[config.mk]
export PLATFORM = sky130hd
export DESIGN_NAME = vram_arbiter
export DESIGN_NICKNAME = d
export VERILOG_FILES = /design/src/rtl/vram_arb_pkg.sv /design/src/rtl/vram_arb_starve_ctr.sv /design/src/rtl/vram_arbiter.sv
export SDC_FILE = /design/constraint.sdc
export NUM_CORES = 1
export LEC_CHECK = 0
export CORE_MARGIN = 8
export CORE_UTILIZATION = 39
export CTS_CLUSTER_SIZE = 8
export DETAILED_ROUTE_END_ITERATION = 10
export PLACE_DENSITY = 0.75
export SLEW_MARGIN = 20
export SYNTH_ARGS = -nofsm -noshare
export SYNTH_HDL_FRONTEND = slang
export SYNTH_SLANG_ARGS = --single-unit
[constraint.sdc]
create_clock -name clk -period 2.8 [get_ports clk]
set_clock_uncertainty 0.1 [all_clocks]
set_input_delay 0.56 -clock clk [delete_from_list [all_inputs] [get_ports clk]]
set_output_delay 0.56 -clock clk [all_outputs]
set_load 0.005 [all_outputs]
[src/rtl/vram_arb_pkg.sv]
// Shared types for the VRAM arbiter: grant tags, host FSM states and the
// priority decision used by the top level.
package vram_arb_pkg;

    typedef enum logic [1:0] {
        GNT_NONE = 2'd0,
        GNT_VID  = 2'd1,
        GNT_CPU  = 2'd2
    } grant_t;

    typedef enum logic [1:0] {
        C_IDLE   = 2'd0,
        C_ISSUED = 2'd1,
        C_DATA   = 2'd2
    } host_state_t;

    localparam int STARVE_W = 8;

    // A starved host overrides video; otherwise video always wins.
    function automatic grant_t pick_grant(input logic starve_hit,
                                          input logic vid_req,
                                          input logic cpu_elig);
        grant_t g;
        if (starve_hit && cpu_elig)
            g = GNT_CPU;
        else if (vid_req)
            g = GNT_VID;
        else if (cpu_elig)
            g = GNT_CPU;
        else
            g = GNT_NONE;
        return g;
    endfunction

endpackage

[src/rtl/vram_arb_starve_ctr.sv]
// Saturating count of consecutive cycles a pending host request lost to video;
// starve_hit flags that the host must win the next arbitration.
module vram_arb_starve_ctr
    import vram_arb_pkg::*;
#(
    parameter int unsigned LIMIT = 15
) (
    input  logic clk,
    input  logic reset,
    input  logic inc,
    input  logic clr,
    output logic starve_hit
);

    localparam logic [STARVE_W-1:0] LIMIT_V = STARVE_W'(LIMIT);

    logic [STARVE_W-1:0] cnt_reg;

    always_ff @(posedge clk or posedge reset) begin
        if (reset)
            cnt_reg <= '0;
        else if (clr)
            cnt_reg <= '0;
        else if (inc && (cnt_reg != LIMIT_V))
            cnt_reg <= cnt_reg + 1'b1;
    end

    assign starve_hit = (cnt_reg == LIMIT_V);

endmodule

[src/rtl/vram_arbiter.sv]
// Single-port VRAM arbiter: renderer fetch port with strict priority, host port
// with bounded starvation. Both ports see a fixed 2-cycle read latency.
module vram_arbiter
    import vram_arb_pkg::*;
#(
    parameter int ADDR_W     = 10,
    parameter int DATA_W     = 16,
    parameter int STARVE_MAX = 15
) (
    input  logic              clk,
    input  logic              reset,
    input  logic              vid_req,
    input  logic [ADDR_W-1:0] vid_addr,
    output logic [DATA_W-1:0] vid_data,
    output logic              vid_valid,
    output logic              vid_miss,
    input  logic              cpu_req,
    input  logic              cpu_we,
    input  logic [ADDR_W-1:0] cpu_addr,
    input  logic [DATA_W-1:0] cpu_wdata,
    output logic [DATA_W-1:0] cpu_rdata,
    output logic              cpu_ack,
    output logic [ADDR_W-1:0] ram_addr,
    output logic              ram_we,
    output logic [DATA_W-1:0] ram_wdata,
    input  logic [DATA_W-1:0] ram_rdata
);

    host_state_t host_state_reg;
    grant_t      gnt_s1_reg;
    grant_t      gnt_s2_reg;
    logic        cpu_wr_s2_reg;
    grant_t      grant_next;
    logic        cpu_elig;
    logic        starve_hit;
    logic        starve_inc;
    logic        starve_clr;

    assign cpu_elig   = cpu_req && (host_state_reg == C_IDLE);
    assign grant_next = pick_grant(starve_hit, vid_req, cpu_elig);
    assign starve_inc = cpu_elig && (grant_next == GNT_VID);
    assign starve_clr = (grant_next == GNT_CPU) || !cpu_req;

    vram_arb_starve_ctr #(
        .LIMIT(STARVE_MAX)
    ) u_starve (
        .clk       (clk),
        .reset     (reset),
        .inc       (starve_inc),
        .clr       (starve_clr),
        .starve_hit(starve_hit)
    );

    // Host FSM only tracks the in-flight host access so it cannot be regranted early.
    always_ff @(posedge clk or posedge reset) begin
        if (reset) begin
            host_state_reg <= C_IDLE;
        end else begin
            case (host_state_reg)
                C_IDLE:   if (grant_next == GNT_CPU) host_state_reg <= C_ISSUED;
                C_ISSUED: host_state_reg <= C_DATA;
                C_DATA:   host_state_reg <= C_IDLE;
                default:  host_state_reg <= C_IDLE;
            endcase
        end
    end

    always_ff @(posedge clk or posedge reset) begin
        if (reset) begin
            gnt_s1_reg    <= GNT_NONE;
            gnt_s2_reg    <= GNT_NONE;
            cpu_wr_s2_reg <= 1'b0;
            ram_addr      <= '0;
            ram_we        <= 1'b0;
            ram_wdata     <= '0;
            vid_data      <= '0;
            vid_valid     <= 1'b0;
            vid_miss      <= 1'b0;
            cpu_rdata     <= '0;
            cpu_ack       <= 1'b0;
        end else begin
            gnt_s1_reg    <= grant_next;
            gnt_s2_reg    <= gnt_s1_reg;
            cpu_wr_s2_reg <= ram_we;
            ram_we        <= 1'b0;

            case (grant_next)
                GNT_VID: begin
                    ram_addr <= vid_addr;
                end
                GNT_CPU: begin
                    ram_addr <= cpu_addr;
                    ram_we   <= cpu_we;
                    if (cpu_we)
                        ram_wdata <= cpu_wdata;
                end
                default: ;
            endcase

            // A video request only coexists with a CPU grant when the host was forced in.
            if (vid_req && (grant_next == GNT_CPU))
                vid_miss <= 1'b1;

            // The grant tag two stages back says who owns the word now on ram_rdata.
            vid_valid <= (gnt_s2_reg == GNT_VID);
            if (gnt_s2_reg == GNT_VID)
                vid_data <= ram_rdata;

            cpu_ack <= (gnt_s2_reg == GNT_CPU);
            if ((gnt_s2_reg == GNT_CPU) && !cpu_wr_s2_reg)
                cpu_rdata <= ram_rdata;
        end
    end

endmodule

==> metrics.md, run 1 <==
| Metric | Value |
|---|---|
| Main synth FF type | `dfrtp_1` |
| CP Data Arrival Time | `roughly 2.6 ns` |
| Total Negative Setup Slacks | `0 ns` |
| Maximum number of pins on one net before global-route repair | `37` |
| CTS tree | `built` |
| Final Instance Area | `0.00457 mm2` |
| Core region area | `approximately 0.0077 mm2` |
| Clock Tree Buf Depth | `2` |
| Later-pin clock latency in the skew report | `0.34 ns` |
| Top-count cell post-synth | `dfrtp_1` |
| Port Buffer Count | `118` |
| Status | `finished, final reports clean` |
| Via density | `4.76` |
| Crit path max-delay family | `simple AND/OR/NAND/NOR gates` |
| I/O pin count | `119` |
| Total of max-cap violations | `0` |
| Synth cell types | `31` |
| Slew HR | `a little over two fifths` |
| First-pass GRT wire length | `between 10 and 15 mm` |
| Synth Area in Adders | `about 1.2%` |
| Synth warnings | `0` |
| CTS H-tree lvls | `3` |
| Maximum clock frequency | `408 MHz` |
| Post-Route WL | `7.14 mm` |
| Crit path largest cell delay | `0.43 ns` |
| Row Count | `32` |
| Syn Inst Count | `219` |
| Vias in the first global route | `2,331` |
| Post-Syn Nets | `279` |
| Req. time, crit path | `2.92 ns` |
| Area growth from synthesis to layout | `48.9%` |
| Synthesized-area fraction occupied by xor and xnor cells | `1.14%` |
| Layout Nets | `404` |
| CP Max Fanout | `8` |
| Startpoint types | `flop` |
| # fillers | `640` |
| CTS resizes | `0` |
| Worst Min Path Start | `gnt_s1_reg[1]` |
| Top cells by area, synth | `dfrtp_1 (63%), mux2_2 (18%), mux2i_1 (3.6%), o21ai_0 (1.8%), nand2_1 (1.6%)` |
| Setup Buffers After CTS | `0` |
| CTS Hold Bufs | `0` |
| Syn_area_per_cell | `14.0 um2` |
| WS Path Type | `flop to flop` |
| Asr flop ratio synth | `100%` |
| Multi-input logic area | `~0.0011 mm2` |
| ANT cells | `0` |
| Leak pwr | `0.00195 uW` |
| Pins Over Slew Limit | `0` |
| Proportion of synthesized area in mux cells | `21.2%` |
| Wire length per cell | `about 16 um` |
| HP Class | `flop to flop` |
| First-pass DRT Iterations | `4` |
| FF-to-FF Start | `u_starve.cnt_reg[5]` |
| Hold depth | `0` |
| Layout cells sized above 1 | `21.8%` |
| VDD IR-drop max | `343 uV` |
| Unrepaired setup endpoints after global routing | `false` |
| Final setup vio count | `0` |
| Seq cells post-synth | `77` |
| Routed Antenna Nets | `0` |
| Die area | `0.0110 mm2` |
| Final period utilization | `87.5%` |
| Synth top area share | `62.8%` |
| Gr ovfl total | `0` |
| Hold Crit Endpoint | `gnt_s2_reg[1]` |
| Top flop regs | `cpu_rdata: 16 flops, ram_wdata: 16 flops, vid_data: 16 flops` |
| Post-synthesis simple-gate area fraction | `6.97%` |
| Register-to-register setup slack | `0.35 ns` |
| Synth top cells by count | `dfrtp_1 (77), mux2_2 (48), nand2_1 (13)` |
| CP max-delay cell | `or3_4` |
| Largest family of logic cells by synthesized area | `multiplexers` |
| Number of remaining DRC errors | `0` |
| Post-synthesis cell area | `approximately 0.003 mm2` |
| Reg2Reg Depth | `9` |
| Final hold vios | `0` |
| Post-placement cell area | `about 0.0044 mm2` |
| Tot Pwr | `about 2900 uW` |
| Cell Chain, Critical Path | `or3_4 > or2_4 > a21oi_2 > inv_1 > ha_1 > and4bb_1 > nand4_1 > mux2i_1 > nor2_1` |
| DP HPWL | `5.43 mm` |
| Part of the Yosys area used for sequential elements | `about 63%` |
| Gr usage total | `a little over an eighth` |
| Die width | `105 um` |
| Worst-margin pin slew | `0.851 ns` |
| RePlAce Congestion | `0.729` |
| Initial antenna violation count | `0` |
| CTS sink cnt | `77` |
| Synth area leader | `dfrtp_1` |
| Power Dens Cells | `634 mW/mm2` |
| Compound-Gate Fraction of Synth Area | `roughly 4.1%` |
| Clock Root Buffer | `clkbuf_8` |
| DRT iter0 DRCs | `33` |
| Starting density of the core | `39.9%` |
| Routed vias | `2,149` |
| FF-to-FF End | `u_starve.cnt_reg[4]` |
| CP endpoint kind | `flop` |
| Tmin final | `2.45 ns` |
| Clock buffer count from CTS | `9` |
| Post-synth EDFFs | `0` |
| Die Y | `105 um` |
| WP buf/inv | `1` |
| Sequential Area | `0.00193 mm2` |
| Clock Pin Slew Worst Setup and Hold Paths | `0.08 ns` |
-- per-layer routing --
metal	track usage (%)	part of all wire (%)
met5	0	0
met4	5.50	1.5
met3	6.82	11
met2	21.0	48
met1	14.7	40
-- final cells by class --
class	count	share of cell area, %
multi-input cells	126	23.3
well taps	102	2.79
repair buffers	124	27.1
clock buffers	10	2.79
inverters	6	0.520
clock inverters	6	1.40
flip-flops and latches	77	42.1
-- power by group --
part | leakage [uW] | internal [uW] | switching [uW]
Combinational | 0.000915 | 492 | 218
Clock | 0.0000923 | 410 | 399
Sequential | 0.000946 | 1290 | 89.8
-- how the worst max path moves through the flow --
stage	start	to	slack [ns]	cells after the start
3_3_place_gp	cpu_req	u_starve.cnt_reg[3]	0.28	9
5_1_grt	u_starve.cnt_reg[0]	u_starve.cnt_reg[3]	0.17	10
2_1_floorplan	reset	cpu_ack	0.17	1
3_5_place_dp	cpu_req	u_starve.cnt_reg[3]	0.20	9
4_1_cts	u_starve.cnt_reg[0]	u_starve.cnt_reg[4]	0.34	10
6_report	u_starve.cnt_reg[5]	u_starve.cnt_reg[4]	0.35	9
-- worst reg2reg max path, stage by stage, from the launching register on --
cell      delay, ns
dfrtp_1        0.42
or3_4          0.43
or2_4          0.29
a21oi_2        0.18
inv_1          0.06
ha_1           0.17
and4bb_1       0.28
nand4_1        0.14
mux2i_1        0.21
nor2_1         0.05
-- cell families after synthesis --
kind of cell | Yosys count
muxes | 59
adders and majority gates | 3
buffers and inverters | 16
and+or+nand+nor | 40
xor gates and xnor gates | 4
DFF | 77
AOI/OAI and AO/OA | 20
-- stage by stage --
step | setup WS, ns | utilization (%) | cells | hold slack [ns]
floorplan | 0.173 | - | 219 | 0.231
global placement | 0.279 | 57.0 | 435 | 0.253
detailed placement | 0.200 | 57.0 | 435 | 0.255
CTS | 0.339 | 59.5 | 451 | 0.279
global route | 0.167 | 59.5 | 451 | 0.288
finish | 0.349 | 59.5 | 451 | 0.269
-- layout by cell type, fill, tap and decap left out, types with 2 or more instances in the layout --
| master | netlist | final |
|---|---|---|
| clkinv_2 | 0 | 3 |
| clkbuf_8 | 0 | 9 |
| nor2b_1 | 4 | 4 |
| ha_1 | 3 | 3 |
| nand3_1 | 2 | 2 |
| mux2_2 | 48 | 48 |
| inv_1 | 6 | 5 |
| a21oi_1 | 3 | 3 |
| mux2i_1 | 11 | 11 |
| nand4_1 | 4 | 4 |
| nand2_1 | 13 | 13 |
| xor2_1 | 4 | 4 |
| and3_1 | 2 | 2 |
| buf_4 | 2 | 5 |
| o21ai_2 | 2 | 2 |
| nor2_1 | 7 | 7 |
| o21ai_0 | 11 | 11 |
| nand2b_1 | 2 | 2 |
| clkinvlp_4 | 0 | 2 |
| clkdlybuf4s50_1 | 0 | 118 |
| dfrtp_1 | 77 | 77 |
No activity file was read; power rests on OpenSTA's default activity.
==> run 2: changes to the inputs <==
- CORE_MARGIN: 8 -> unset
==> run 2 against run 1 <==
Against the previous run:
- clock power grew 11%
- global-route usage increased by 3.9 points
- sequential cell count unchanged
- routed wire length down 9.7%
- worst hold slack lost 0.0081 ns
- sequential share of layout area down 0.12 points
- first-iteration DRC count is 64% higher
- core utilization increased by 2.1 points
- power rose by 2.9%
- critical path depth is 1 higher
- largest power group unchanged
==> metrics.md, run 2 (synthesized netlist as in run 1, its figures left out) <==
| Metric | Value |
|---|---|
| ANT cells | `0` |
| Area growth from synthesis to layout | `49.3%` |
| Clock Root Buffer | `clkbuf_8` |
| Die Y | `between 90 and 100 um` |
| Number of remaining DRC errors | `0` |
| RePlAce Congestion | `~0.74` |
| Vias in the first global route | `2,357` |
| CP endpoint kind | `flop` |
| Maximum clock frequency | `slightly above 400 MHz` |
| Reg2Reg Depth | `10` |
| Register-to-register setup slack | `between 0.3 and 0.4 ns` |
| Cells after DPL | `431` |
| DRT iter0 DRCs | `54` |
| CTS resizes | `0` |
| Final hold vios | `0` |
| CP Data Arrival Time | `2.60 ns` |
| FF-to-FF End | `u_starve.cnt_reg[4]` |
| Layout cells sized above 1 | `21.6%` |
| Port Buffer Count | `118` |
| Non-filler cells in the finished layout | `447` |
| Startpoint types | `flop` |
| CTS Hold Bufs | `0` |
| # fillers | `627` |
| Core region area | `around 0.0074 mm2` |
| Pins Over Slew Limit | `0` |
| Worst-margin pin slew | `0.840 ns` |
| WP buf/inv | `1` |
| Die width | `90.7 um` |
| Cell Chain, Critical Path | `ha_1 > nand4b_1 > or2_4 > a21oi_2 > inv_1 > ha_1 > and4bb_1 > nand4_1 > mux2i_1 > nor2_1` |
| Clock Pin Slew Worst Setup and Hold Paths | `0.08 ns` |
| Gr usage total | `17.1%` |
| Total Negative Setup Slacks | `0 ns` |
| CP max-delay cell | `dfrtp_1` |
| First-pass GRT wire length | `11.1 mm` |
| Setup Buffers After CTS | `0` |
| Hold Crit Endpoint | `gnt_s2_reg[1]` |
| Most frequent cells in the layout | `clkdlybuf4s50_1 (118), dfrtp_1 (77), mux2_2 (48), nand2_1 (13)` |
| WS Path Type | `flop to flop` |
| Hold depth | `0` |
| Top flop regs | `cpu_rdata: 16 flops, ram_wdata: 16 flops, vid_data: 16 flops` |
| Req. time, crit path | `2.91 ns` |
| CP Max Fanout | `8` |
| CTS sink cnt | `77` |
| CTS H-tree lvls | `3` |
| Maximum number of pins on one net before global-route repair | `56` |
| VDD IR-drop max | `350 uV` |
| Unrepaired setup endpoints after global routing | `false` |
| Later-pin clock latency in the skew report | `0.34 ns` |
| Leak pwr | `0.00197 uW` |
| Crit path max-delay family | `simple AND/OR/NAND/NOR gates` |
| Crit path largest cell delay | `0.41 ns` |
| Initial antenna violation count | `0` |
| Slew HR | `44.0%` |
| First-pass DRT Iterations | `4` |
| Power Dens Cells | `around 650 mW/mm2` |
| Status | `finished, final reports clean` |
| Routed vias | `2,117` |
| FF-to-FF Start | `u_starve.cnt_reg[0]` |
| Commonest non-fill, non-tap cell in the layout | `clkdlybuf4s50_1` |
| Via density | `4.74` |
| Total of max-cap violations | `0` |
| Gr ovfl total | `0` |
| Tmin final | `2.48 ns` |
| Final setup vio count | `0` |
| Post-Route WL | `6.44 mm` |
| Final Instance Area | `0.00458 mm2` |
| HP Class | `flop to flop` |
| Final period utilization | `88.7%` |
| Wire length per cell | `14.4 um` |
| Routed Antenna Nets | `0` |
| Starting density of the core | `41.2%` |
| Die area | `~0.0082 mm2` |
| Most frequent CP cell | `ha_1` |
| CTS tree | `built` |
| DP HPWL | `4.63 mm` |
| Row Count | `31` |
| Clock Tree Buf Depth | `2` |
| Worst Min Path Start | `gnt_s1_reg[1]` |
| Layout Nets | `403` |
| I/O pin count | `119` |
| Clock buffer count from CTS | `9` |
| Post-placement cell area | `0.00437 mm2` |
[run 2: changes by cell type in the layout (fill, tap and decap cells not counted), sizes merged]
cell      previous run  this run
buf                  6         5
clkinvlp             2         0
bufinv               1         2
clkinv               4         5
[run 2: how the worst max path moves through the flow]
stage / slack [ns] / end / depth (start not counted) / startpoint
after floorplan: 0.17 / cpu_ack / 1 / reset
after global placement: 0.26 / u_starve.cnt_reg[3] / 9 / cpu_req
after detailed placement: 0.15 / u_starve.cnt_reg[3] / 9 / cpu_req
after CTS: 0.31 / u_starve.cnt_reg[4] / 10 / u_starve.cnt_reg[0]
after global routing: 0.14 / ram_addr[3] / 7 / u_starve.cnt_reg[0]
final: 0.32 / u_starve.cnt_reg[4] / 10 / u_starve.cnt_reg[0]
[run 2: power by group]
part	leakage (uW)	total [uW]	internal (uW)	switching [uW]
Sequential	0.000946	1380	1290	90.7
Combinational	0.000910	703	491	212
Clock	0.000110	899	502	397
[run 2: worst reg2reg max path: stages (launching register included)]
cell and delay [ns]:
dfrtp_1 0.41, ha_1 0.28, nand4b_1 0.18, or2_4 0.30
a21oi_2 0.19, inv_1 0.06, ha_1 0.17, and4bb_1 0.29
nand4_1 0.15, mux2i_1 0.18, nor2_1 0.06
[run 2: stage by stage]
step                hold slack, ns  total power [uW]  setup slack (ns)  utilization [%]
floorplan                    0.231              1620             0.173                -
global placement             0.242              2090             0.261             58.7
detailed placement           0.243              2110             0.155             58.7
CTS                          0.266              3020             0.313             61.6
global route                 0.277              3140             0.142             61.6
finish                       0.261              2980             0.315             61.6
[run 2: final cells by class]
cell class / instances / area [um2] / area share, %
Inverter: 6 / 23.8 / 0.519
Timing Repair Buffer: 123 / 1230 / 26.9
Tap cell: 99 / 124 / 2.70
Clock inverter: 6 / 87.6 / 1.91
Clock buffer: 10 / 128 / 2.78
Sequential cell: 77 / 1930 / 42.0
Multi-Input combinational cell: 126 / 1060 / 23.2
[run 2: per-layer routing]
metal,GRT usage (%),wire length [um]
met5,0,0
met4,7.93,137
met3,5.56,510
met2,27.8,3120
met1,20.5,2680
==> run 3: changes to the inputs <==
--- a/constraint.sdc
+++ b/constraint.sdc
@@ -4,2 +4,2 @@
 set_output_delay 0.56 -clock clk [all_outputs]
-set_load 0.005 [all_outputs]
+set_load 0.01 [all_outputs]
==> results of run 3 <==
The final DEF is identical to that of run 2. Status: finished, final reports clean.
Main changes from that run: total power 2980 uW -> 3050 uW; worst IR drop on VDD 350 uV -> 355 uV
